### config.mk
export PLATFORM = sky130hd
export DESIGN_NAME = vwb_macc_sched
export DESIGN_NICKNAME = d
export VERILOG_FILES = /design/src/rtl/vwb_macc_sched.sv
export SDC_FILE = /design/constraint.sdc
export NUM_CORES = 1
export LEC_CHECK = 0
export BUFFER_PORTS_ARGS = -buffer_cell sky130_fd_sc_hd__buf_2
export CORE_ASPECT_RATIO = 0.5
export CORE_MARGIN = 1
export CORE_UTILIZATION = 25
export DETAILED_ROUTE_END_ITERATION = 10
export HOLD_SLACK_MARGIN = 0.08
export SLEW_MARGIN = 30
export SYNTH_ARGS = -nofsm -noshare
export SYNTH_HDL_FRONTEND = slang
export SYNTH_SLANG_ARGS = --single-unit
### constraint.sdc
create_clock -name clk_in -period 2.6 [get_ports clk_in]
set_input_delay 0.26 -clock clk_in [delete_from_list [all_inputs] [get_ports clk_in]]
set_output_delay 0.26 -clock clk_in [all_outputs]
set_load 0.03 [all_outputs]
### src/rtl/vwb_macc_sched.sv
// Chunk scheduler for the vector-wise weight/bias MACC layer: pops input chunks,
// steps the weight/bias RAM address and writes results after the RAM latency.
module vwb_macc_sched #(
    parameter int InVecLength = 32,
    parameter int WorkingRegs = 8,
    parameter int RamLatency  = 1,
    parameter int OutCredits  = 4,
    localparam int NumChunks  = InVecLength / WorkingRegs,
    localparam int AW         = (NumChunks > 1) ? $clog2(NumChunks) : 1
) (
    input  logic          clk_in,
    input  logic          rst_in,
    input  logic          layer_en,
    input  logic          in_fifo_empty,
    output logic          in_fifo_rd,
    output logic [AW-1:0] wb_addr,
    input  logic          out_credit_return,
    output logic          out_fifo_wr,
    output logic          out_chunk_last,
    output logic          vec_done,
    output logic [15:0]   vec_count,
    output logic          busy,
    output logic          err_credit
);

    localparam int CW = $clog2(OutCredits + 1);

    typedef enum logic [1:0] {
        IDLE  = 2'd0,
        RUN   = 2'd1,
        DRAIN = 2'd2
    } state_t;

    state_t                state_r;
    state_t                state_nxt_s;
    logic [AW-1:0]         chunk_idx_r;
    logic [AW-1:0]         wb_addr_r;
    logic [CW-1:0]         credits_r;
    logic [RamLatency-1:0] dl_vld_r;
    logic [RamLatency-1:0] dl_last_r;
    logic [RamLatency:0]   vld_chain_s;
    logic [RamLatency:0]   last_chain_s;
    logic [15:0]           vec_count_r;
    logic                  err_r;
    logic                  issue_s;
    logic                  is_last_s;
    logic                  dl_busy_s;

    assign is_last_s    = (chunk_idx_r == AW'(NumChunks - 1));
    // Stage 0 of each chain is the issue happening this cycle.
    assign vld_chain_s  = {dl_vld_r, issue_s};
    assign last_chain_s = {dl_last_r, issue_s & is_last_s};
    assign dl_busy_s    = (dl_vld_r != {RamLatency{1'b0}});

    // State register.
    always_ff @(posedge clk_in or posedge rst_in) begin
        if (rst_in) begin
            state_r <= IDLE;
        end else begin
            state_r <= state_nxt_s;
        end
    end

    // Next-state logic; a vector is never abandoned once started.
    always_comb begin
        state_nxt_s = state_r;
        case (state_r)
            IDLE: begin
                if (issue_s) state_nxt_s = RUN;
                else         state_nxt_s = IDLE;
            end
            RUN: begin
                if (issue_s && is_last_s && !layer_en) state_nxt_s = DRAIN;
                else                                   state_nxt_s = RUN;
            end
            DRAIN: begin
                if (!dl_busy_s) state_nxt_s = IDLE;
                else            state_nxt_s = DRAIN;
            end
            default: state_nxt_s = IDLE;
        endcase
    end

    // Issue decision; held low while reset is asserted so the pop is quiet too.
    always_comb begin
        issue_s = 1'b0;
        if (!rst_in && !in_fifo_empty && (credits_r != {CW{1'b0}})) begin
            case (state_r)
                RUN:     issue_s = 1'b1;
                IDLE:    issue_s = layer_en;
                DRAIN:   issue_s = 1'b0;
                default: issue_s = 1'b0;
            endcase
        end else begin
            issue_s = 1'b0;
        end
    end

    // Chunk index, RAM address and latency-matched {valid,last} delay line.
    always_ff @(posedge clk_in or posedge rst_in) begin
        if (rst_in) begin
            chunk_idx_r <= {AW{1'b0}};
            wb_addr_r   <= {AW{1'b0}};
            dl_vld_r    <= {RamLatency{1'b0}};
            dl_last_r   <= {RamLatency{1'b0}};
        end else begin
            dl_vld_r  <= vld_chain_s[RamLatency-1:0];
            dl_last_r <= last_chain_s[RamLatency-1:0];
            if (issue_s) begin
                wb_addr_r   <= chunk_idx_r;
                chunk_idx_r <= is_last_s ? {AW{1'b0}} : chunk_idx_r + AW'(1);
            end
        end
    end

    // Credit counter mirroring output FIFO space, with sticky overflow flag.
    always_ff @(posedge clk_in or posedge rst_in) begin
        if (rst_in) begin
            credits_r <= CW'(OutCredits);
            err_r     <= 1'b0;
        end else if (issue_s && !out_credit_return) begin
            credits_r <= credits_r - CW'(1);
        end else if (!issue_s && out_credit_return) begin
            if (credits_r == CW'(OutCredits)) err_r <= 1'b1;
            else                              credits_r <= credits_r + CW'(1);
        end
    end

    // Completed-vector counter, stepped at the edge that raises the last write.
    always_ff @(posedge clk_in or posedge rst_in) begin
        if (rst_in) begin
            vec_count_r <= 16'd0;
        end else if (vld_chain_s[RamLatency-1] && last_chain_s[RamLatency-1]) begin
            vec_count_r <= vec_count_r + 16'd1;
        end
    end

    assign in_fifo_rd     = issue_s;
    assign wb_addr        = wb_addr_r;
    assign out_fifo_wr    = dl_vld_r[RamLatency-1];
    assign out_chunk_last = dl_last_r[RamLatency-1];
    assign vec_done       = dl_vld_r[RamLatency-1] & dl_last_r[RamLatency-1];
    assign vec_count      = vec_count_r;
    assign busy           = (state_r != IDLE) || dl_busy_s;
    assign err_credit     = err_r;

endmodule

==> results of run 1 <==
## stage by stage
stage	worst slack [ns]	setup TNS, ns	cells	util [%]	total power, mW
after global routing	-0.0117	-0.0117	230	33.9	1.52
after CTS	0.0639	0	227	33.1	1.41
after global placement	0.296	0	222	31.8	1.12
after detailed placement	0.184	0	222	31.8	1.13
final	0.104	0	230	33.9	1.41
after floorplan	0.101	0	122	-	0.990
## report_power, final
| part | total (mW) | switching (mW) | internal [mW] |
|---|---|---|---|
| sequential | 0.645 | 0.109 | 0.536 |
| clock | 0.267 | 0.132 | 0.136 |
| combinational | 0.500 | 0.308 | 0.192 |
| total | 1.41 | 0.549 | 0.864 |
## per-layer routing
layer	wire length, um	share of wire [%]	up-vias	GRT usage [%]
met5	0	0	-	0
met4	42	1.5	0	4.11
met2	1400	50	14	18.1
li1	-	-	500	-
met1	1270	46	505	12.2
met3	62	2.2	4	2.50
## flip-flops by register name, indices dropped and copies added, names as in the netlist
| register | count |
|---|---|
| state_r | 2 |
| chunk_idx_r | 2 |
| err_credit | 1 |
| credits_r | 3 |
| out_fifo_wr | 1 |
| wb_addr | 2 |
| out_chunk_last | 1 |
| vec_count | 16 |
## worst max-delay path: cells and delay by family
| kind | cells | cell delay [ns] |
|---|---|---|
| buf+inv | 4 | 0.87 |
| compound gates | 3 | 0.40 |
| simple gates | 2 | 0.65 |
| fa+ha+maj | 2 | 0.51 |
## how the worst max path moves through the flow
stage / startpoint / to / slack [ns] / depth (start not counted)
after floorplan: credits_r[2] / credits_r[2] / 0.10 / 11
after global placement: credits_r[2] / credits_r[2] / 0.30 / 11
after detailed placement: credits_r[2] / credits_r[2] / 0.18 / 11
after CTS: rst_in / credits_r[2] / 0.06 / 12
after global routing: rst_in / credits_r[2] / -0.01 / 11
final: rst_in / credits_r[2] / 0.10 / 11
## cells in the mapped netlist (all sizes together)
master,instances
nor4b,1
nor2,7
a22oi,1
a311o,1
xnor2,9
nand2b,1
xor2,6
and2,1
dfstp,1
nor4,4
o211a,1
or2,1
ha,4
nand3,8
a31o,1
and3,1
or3,2
nand2,12
a31oi,2
fa,1
dfrtp,27
nand3b,1
nor3,6
o21ai,3
o22ai,1
a21oi,2
nand4,4
mux2,4
inv,9
## cells by family (layout without fill, tap and decap cells)
group | after synthesis | in the layout | synth area share, %
and+or+nand+nor | 49 | 49 | 23.3
DFF | 28 | 28 | 50.5
xor gates and xnor gates | 15 | 15 | 9.45
AOI/OAI and AO/OA | 12 | 12 | 6.03
buffers and inverters | 9 | 47 | 2.43
adders and majority gates | 5 | 5 | 5.04
muxes | 4 | 4 | 3.24
## cell type report
type	count	area [um^2]
clock buffer	4	55.1
sequential	28	702
fill	522	3390
tap	70	87.6
timing repair buffer	34	188
inverter	9	33.8
multi-input combinational	85	674
## what timing repair did
| item | in CTS | in global routing |
|---|---|---|
| setup endpoints to repair | 0 | 1 |
| setup buffers | 0 | 3 |
| resized for setup | 0 | 3 |
| hold buffers | 1 | 0 |
| endpoints found under the hold margin | 11 | 0 |
==> flow_metrics.py, run 1 <==
metrics = {
    "status": {
        "status": "finished, final reports clean",
    },
    "global_route": {
        "overflow": 0,
        "antenna_found_initial": 0,
        "grt_first_pass_wirelength_um": 4510,
        "grt_max_degree": 18,
        "first_global_vias": 962,
        "grt_use_total_pct": 10.2,
    },
    "cts": {
        "cts-root-buf": "clkbuf_8",
        "htree_levels": 1,
        "cts_buffers": 3,
        "cts_num_sinks": 28,
        "clk_pin_slew_ns": 0.09,
        "cts.path.max_buffers": 2,
        "clk_latency_ns": 0.28,
        "cts_tree": "yes",
    },
    "die": {
        "die_area_mm2": 0.00588,
        "initial_core_util_pct": 27.1,
        "pin_count": 29,
        "die_w_um": 107,
        "rows": 18,
        "core-area_mm2": 0.00513,
        "die_y_um": 54.7,
    },
    "finish": {
        "final_layout_size_suffix_gt1_share_pct": 31.3,
        "postLayoutCellArea_mm2": 0.00174,
        "n_antenna_cell": 0,
        "final_common_cell": "buf_2",
        "layout_common_cells": "buf_2 (28), dfrtp_1 (27), nand2_1 (12)",
        "nets": 171,
        "area_growth_pct": 25.2,
    },
    "logic_synthesis": {
        "syn_area_mm2": 0.00139,
        "syn_inst": 122,
        "seq_area_frac_synth_pct": 50.5,
        "ys_warn_count": 0,
        "avgSynthCellArea_um2": 11.4,
        "synth_nets": 132,
        "synthDominantCellAreaShare_pct": 48.6,
        "synth_seq_cells": 28,
        "yosys.area.top_type": "dfrtp_1",
        "synth_area_leaders": "dfrtp_1 (49%), xnor2_1 (5.7%), nor4_4 (4.6%), xor2_1 (3.8%), ha_1 (3.6%)",
        "synthDistinctLibCells": 32,
    },
    "timing": {
        "tightest_slew_ns": 0.467,
        "max-slew-margin-rel_pct": 68.9,
        "final_hold_viol_count": 0,
        "setup_viol": 0,
        "fmax_ghz": 0.401,
        "layout_min_cycle_time_ns": 2.50,
        "slew_violations": 0,
        "finalCritPeriodShare_pct": 96.0,
        "whs_ns": 0.345,
        "clock_skew_ns": 0.00600,
    },
    "critical_path": {
        "criticalPathCategory": "in2reg",
        "path_max_fanout": 3,
        "reg2reg_depth": 10,
        "rr_endpoint": "credits_r[2]",
        "path_cells": "dlygate4sd3_1 > buf_2 > nor4_4 > o21ai_4 > inv_2 > ha_4 > inv_1 > fa_1 > or2_2 > o21ai_0 > a31oi_1",
        "worstPathRequired_ns": 2.81,
        "critPathCaptureType": "register",
        "rr_startpoint": "credits_r[2]",
        "critical-path-max-stage-delay_ns": 0.54,
        "cp.arrival_ns": 2.70,
        "critPathLaunchType": "input port",
        "regToRegSetupSlack_ns": 0.22,
        "crit_path_top_delay_cell": "dlygate4sd3_1",
    },
    "run": {
        "drv_cap": 0,
    },
    "placement": {
        "dp_hpwl_um": 2080,
        "gp_congestion": 0.780,
        "port_buffers": 28,
        "placed_area_mm2": 0.00163,
    },
    "routing": {
        "antenna_left": 0,
        "drtIter0Drc": 28,
        "wl_per_cell_um": 12.1,
        "drt_wl_total_um": 2780,
        "vias": 1023,
        "drc": 0,
        "vias_per_cell": 4.45,
        "first_pass_iters": 4,
    },
    "min_path": {
        "worst_hold_path_type": "in2reg",
        "worstHoldPathCells": 3,
        "worstHoldStart": "layer_en",
        "holdPathEnd": "out_fifo_wr",
    },
    "pwr": {
        "powerDensity_mw_per_mm2": 812,
        "vdd_drop_max_uv": 193,
        "leakage_nw": 0.863,
    },
}
Power figures use the tool's default switching activity.
==> run 2, diff against run 1 <==
clock period = 2.9 ns   (was 2.6 ns; I/O delays follow)
==> flow_metrics.py, run 2 (same netlist as run 1, synthesis figures left out) <==
metrics = {
    "timing": {
        "fmax_ghz": 0.418,
        "slew_violations": 0,
        "finalSetupTns_ns": 0,
        "finalCritPeriodShare_pct": 82.5,
        "rsz0062_at_grt": "no",
        "whs_ns": 0.127,
        "clock_skew_ns": 0.00222,
        "final_hold_viol_count": 0,
        "layout_min_cycle_time_ns": 2.39,
        "max-slew-margin-rel_pct": 59.7,
        "setup_viol": 0,
        "tightest_slew_ns": 0.604,
    },
    "pwr": {
        "switching_share_pct": 36.3,
        "powerDensity_mw_per_mm2": 762,
        "vdd_drop_max_uv": 262,
        "p_seq_share_pct": 44.2,
        "p_total_mw": 1.30,
        "p_switching_mw": 0.471,
        "p_int_mw": 0.827,
        "clkPwrFrac_pct": 23.2,
        "p_comb_share_pct": 32.6,
        "leakage_nw": 0.853,
    },
    "placement": {
        "port_buffers": 28,
        "gp_congestion": 0.712,
        "dp_hpwl_um": 2060,
        "dp_cells": 222,
    },
    "die": {
        "rows": 18,
        "die_area_mm2": 0.00588,
        "core-area_mm2": 0.00513,
        "die_y_um": 54.7,
        "die_w_um": 107,
        "pin_count": 29,
        "initial_core_util_pct": 27.1,
    },
    "finish": {
        "final_cell_count_no_fill": 226,
        "ff_latch_area_um2": 702,
        "fillers": 535,
        "final_common_cell": "buf_2",
        "area_growth_pct": 22.6,
        "layout_common_cells": "buf_2 (28), dfrtp_1 (27), nand2_1 (12)",
        "final_layout_size_suffix_gt1_share_pct": 28.8,
        "nets": 167,
        "multiInputGateArea_um2": 654,
        "n_antenna_cell": 0,
        "largest_reg_flops": 16,
    },
    "status": {
        "status": "finished, final reports clean",
    },
    "routing": {
        "drt_wl_total_um": 2600,
        "antenna_left": 0,
        "vias_per_cell": 4.50,
        "first_pass_iters": 4,
        "wl_per_cell_um": 11.5,
        "vias": 1016,
        "drc": 0,
        "drtIter0Drc": 27,
    },
    "cts": {
        "cts_tree": "yes",
        "cts.path.max_buffers": 2,
        "post_cts_buffers": 0,
        "ctsHoldBuffers": 0,
        "htree_levels": 1,
        "cts_buffers": 3,
        "clk_latency_ns": 0.27,
        "cts-root-buf": "clkbuf_8",
        "clk_pin_slew_ns": 0.09,
        "cts_num_sinks": 28,
        "cts_resized": 0,
    },
    "global_route": {
        "grt_first_pass_wirelength_um": 4220,
        "overflow": 0,
        "grt_max_degree": 17,
        "first_global_vias": 904,
        "antenna_found_initial": 0,
        "grt_use_total_pct": 9.38,
    },
    "critical_path": {
        "criticalPathCategory": "reg2reg",
        "path_max_fanout": 7,
        "worstPathRequired_ns": 3.10,
        "critPathLaunchType": "register",
        "critPathCaptureType": "register",
        "cp.arrival_ns": 2.59,
    },
    "run": {
        "drv_cap": 0,
    },
    "min_path": {
        "worst_hold_path_type": "in2async",
    },
}
==> run 2: changes by cell type in the layout (fill, tap and decap cells not counted), sizes merged <==
cell	change
buf	-3
bufinv	+1
clkbuf	-1
dlygate4sd3	-1
==> run 2: layout make-up <==
cell class | instances | share of cell area [%]
Clock buffer | 3 | 2.42
Clock inverter | 1 | 1.76
Inverter | 9 | 1.98
Multi-Input combinational cell | 85 | 38.4
Sequential cell | 28 | 41.2
Tap cell | 70 | 5.14
Timing Repair Buffer | 30 | 9.10
==> run 2: path summary, 6_finish.rpt <==
kind	from	end	slack [ns]	depth (start not counted)
min in group clk_in	layer_en	state_r[1]	0.38	3
worst max register to register	credits_r[2]	credits_r[2]	0.51	11
worst min register to register	vec_count[15]	vec_count[15]	0.47	1
worst min-delay path	rst_in	vec_count[4]	0.13	2
worst max-delay path	credits_r[2]	credits_r[2]	0.51	11
max in group asynchronous	rst_in	vec_count[15]	2.16	3
==> run 2: power groups by stage <==
stage	logic, mW	clock network (mW)	registers (mW)
final	0.423	0.301	0.574
after global routing	0.476	0.326	0.590
after CTS	0.434	0.315	0.576
after detailed placement	0.432	0	0.584
after global placement	0.423	0	0.582
after floorplan	0.241	0	0.646
==> run 2: per-layer routing <==
metal / track usage [%] / wire length, um / vias to the layer above
met5: 0 / 0 / -
met4: 2.05 / 19 / 0
met3: 2.50 / 54 / 2
met2: 17.6 / 1360 / 12
met1: 11.1 / 1160 / 510
li1: - / - / 492
==> run 2: through the flow <==
stage / cell area, um^2 / setup WS (ns) / utilization (%)
floorplan: 1390 / 0.294 / -
global placement: 1630 / 0.568 / 31.8
detailed placement: 1630 / 0.503 / 31.8
CTS: 1700 / 0.477 / 33.2
global route: 1700 / 0.323 / 33.2
finish: 1700 / 0.507 / 33.2
==> run 2: critical path, cell delays in order, from the launching register on <==
cell,delay [ns]
dfstp_2,0.59
nor3_1,0.09
nor4_4,0.16
o21ai_2,0.16
inv_1,0.12
ha_1,0.19
inv_1,0.08
fa_1,0.37
or2_2,0.29
nand2_1,0.06
a21oi_1,0.06
a31oi_1,0.14
==> run 3, diff against run 2 <==
clock period = 2.3 ns   (was 2.9 ns; I/O delays follow)
==> flow_metrics.py, run 3 (same netlist as run 1, synthesis figures left out) <==
metrics = {
    "critical_path": {
        "critical-path-max-stage-delay_ns": 0.56,
        "crit_buf_inv": 2,
        "cp.arrival_ns": 2.42,
        "path_cells": "nor3_4 > nor4_4 > o21ai_4 > inv_4 > ha_4 > inv_4 > fa_2 > or2_4 > nand2_2 > a21oi_2 > a31oi_1",
        "path_max_fanout": 3,
        "critPathCaptureType": "register",
        "critical-path-top-delay-family": "simple AND/OR/NAND/NOR gates",
        "criticalPathCategory": "reg2reg",
        "crit_path_frequent_cell": "inv_4",
        "crit_path_top_delay_cell": "dfstp_2",
        "critPathLaunchType": "register",
        "worstPathRequired_ns": 2.50,
    },
    "die": {
        "rows": 18,
        "initial_core_util_pct": 27.1,
        "core-area_mm2": 0.00513,
        "die_w_um": 107,
        "die_y_um": 54.7,
        "die_area_mm2": 0.00588,
        "pin_count": 29,
    },
    "global_route": {
        "overflow": 0,
        "grt_max_degree": 23,
        "grt_first_pass_wirelength_um": 4200,
        "first_global_vias": 905,
        "grtUsageMet3_pct": 2.74,
        "use_met1_pct": 11.9,
        "globalRoute.busiestLayer": "met2",
        "antenna_found_initial": 0,
        "use_met2_pct": 15.9,
        "grt_use_total_pct": 9.31,
    },
    "finish": {
        "final_util_pct": 34.4,
        "n_antenna_cell": 0,
        "final_common_cell": "buf_2",
        "area_growth_pct": 27.2,
        "final_layout_size_suffix_gt1_share_pct": 34.4,
        "largest_reg_flops": 16,
        "layout_common_cells": "buf_2 (28), dfrtp_1 (27), nand2_1 (11)",
        "nets": 171,
    },
    "placement": {
        "port_buffers": 28,
        "dp_hpwl_um": 2050,
        "pre_cts_ws_ns": 0.0931,
        "gp_congestion": 0.722,
    },
    "timing": {
        "max-slew-margin-rel_pct": 73.0,
        "layout_min_cycle_time_ns": 2.22,
        "finalCritPeriodShare_pct": 96.4,
        "slew_violations": 0,
        "setup_viol": 0,
        "clock_skew_ns": 0.00126,
        "fmax_ghz": 0.451,
        "final_hold_viol_count": 0,
        "finalWorstSetupSlack_ns": 0.0827,
        "whs_ns": 0.295,
        "tightest_slew_ns": 0.402,
        "rsz0062_at_grt": "yes",
    },
    "cts": {
        "cts_tree": "yes",
        "cts-root-buf": "clkbuf_8",
        "htree_levels": 1,
        "cts_buffers": 3,
        "clk_pin_slew_ns": 0.09,
        "cts.path.max_buffers": 2,
        "clk_latency_ns": 0.27,
        "cts_num_sinks": 28,
    },
    "routing": {
        "antenna_left": 0,
        "drt_wl_total_um": 2650,
        "first_pass_iters": 4,
        "wl_per_cell_um": 11.5,
        "vias_per_cell": 4.40,
        "drc": 0,
        "drtIter0Drc": 49,
        "vias": 1013,
    },
    "run": {
        "drv_cap": 0,
    },
    "pwr": {
        "p_int_mw": 1.00,
        "switching_share_pct": 38.5,
        "p_seq_share_pct": 44.4,
        "p_switching_mw": 0.629,
        "leakage_nw": 0.868,
        "p_comb_share_pct": 37.1,
        "clkPwrFrac_pct": 18.5,
        "vdd_drop_max_uv": 285,
        "powerDensity_mw_per_mm2": 923,
    },
    "min_path": {
        "worst_hold_path_type": "in2reg",
    },
    "status": {
        "status": "finished, final reports clean",
    },
}
## run 3: power by group through the flow
stage          clock network (mW)  registers, mW  logic, mW
6_report                    0.302          0.725      0.605
5_1_grt                     0.328          0.743      0.664
4_1_cts                     0.313          0.727      0.599
3_5_place_dp                    0          0.737      0.597
3_3_place_gp                    0          0.732      0.584
2_1_floorplan                   0          0.831      0.326
## run 3: area by class of cell
type	instances	area, um^2
timing repair buffer	34	188
clock buffer	4	55.1
inverter	9	38.8
multi-input combinational	85	697
fill	519	3370
tap	70	87.6
sequential	28	702
## run 3: final timing paths
check,from,end,slack (ns),depth (start not counted)
max,credits_r[2],credits_r[2],0.08,11
min,layer_en,out_fifo_wr,0.30,3
max reg2reg,credits_r[2],credits_r[2],0.08,11
min reg2reg,err_credit,err_credit,0.48,1
max in group asynchronous,rst_in,credits_r[2],1.19,4
min in group asynchronous,rst_in,err_credit,0.49,3
## run 3: what timing repair did
action	in CTS	in global routing
setup endpoints to repair	0	1
hold buffers	1	0
buffers inserted	0	1
endpoints found under the hold margin	6	0
gates resized for setup	0	3
## run 3: worst register-to-register path: stages (launching register included)
cell and delay [ns]:
dfstp_2 0.56, nor3_4 0.04, nor4_4 0.35, o21ai_4 0.11, inv_4 0.08, ha_4 0.15, inv_4 0.04, fa_2 0.33
or2_4 0.24, nand2_2 0.06, a21oi_2 0.05, a31oi_1 0.14
## run 3: routing by layer
metal,wire (um),up-vias
met5,0,-
met4,22,0
met3,109,2
met2,1290,13
met1,1220,501
li1,-,497
## run 3: stage by stage
stage                     cells  total power [mW]  area, um^2  TNS [ns]
after floorplan             122              1.16        1430    -0.137
after global placement      224              1.32        1690         0
after detailed placement    224              1.33        1690         0
after CTS                   229              1.64        1750         0
after global routing        230              1.74        1770   -0.0337
final                       230              1.63        1770         0
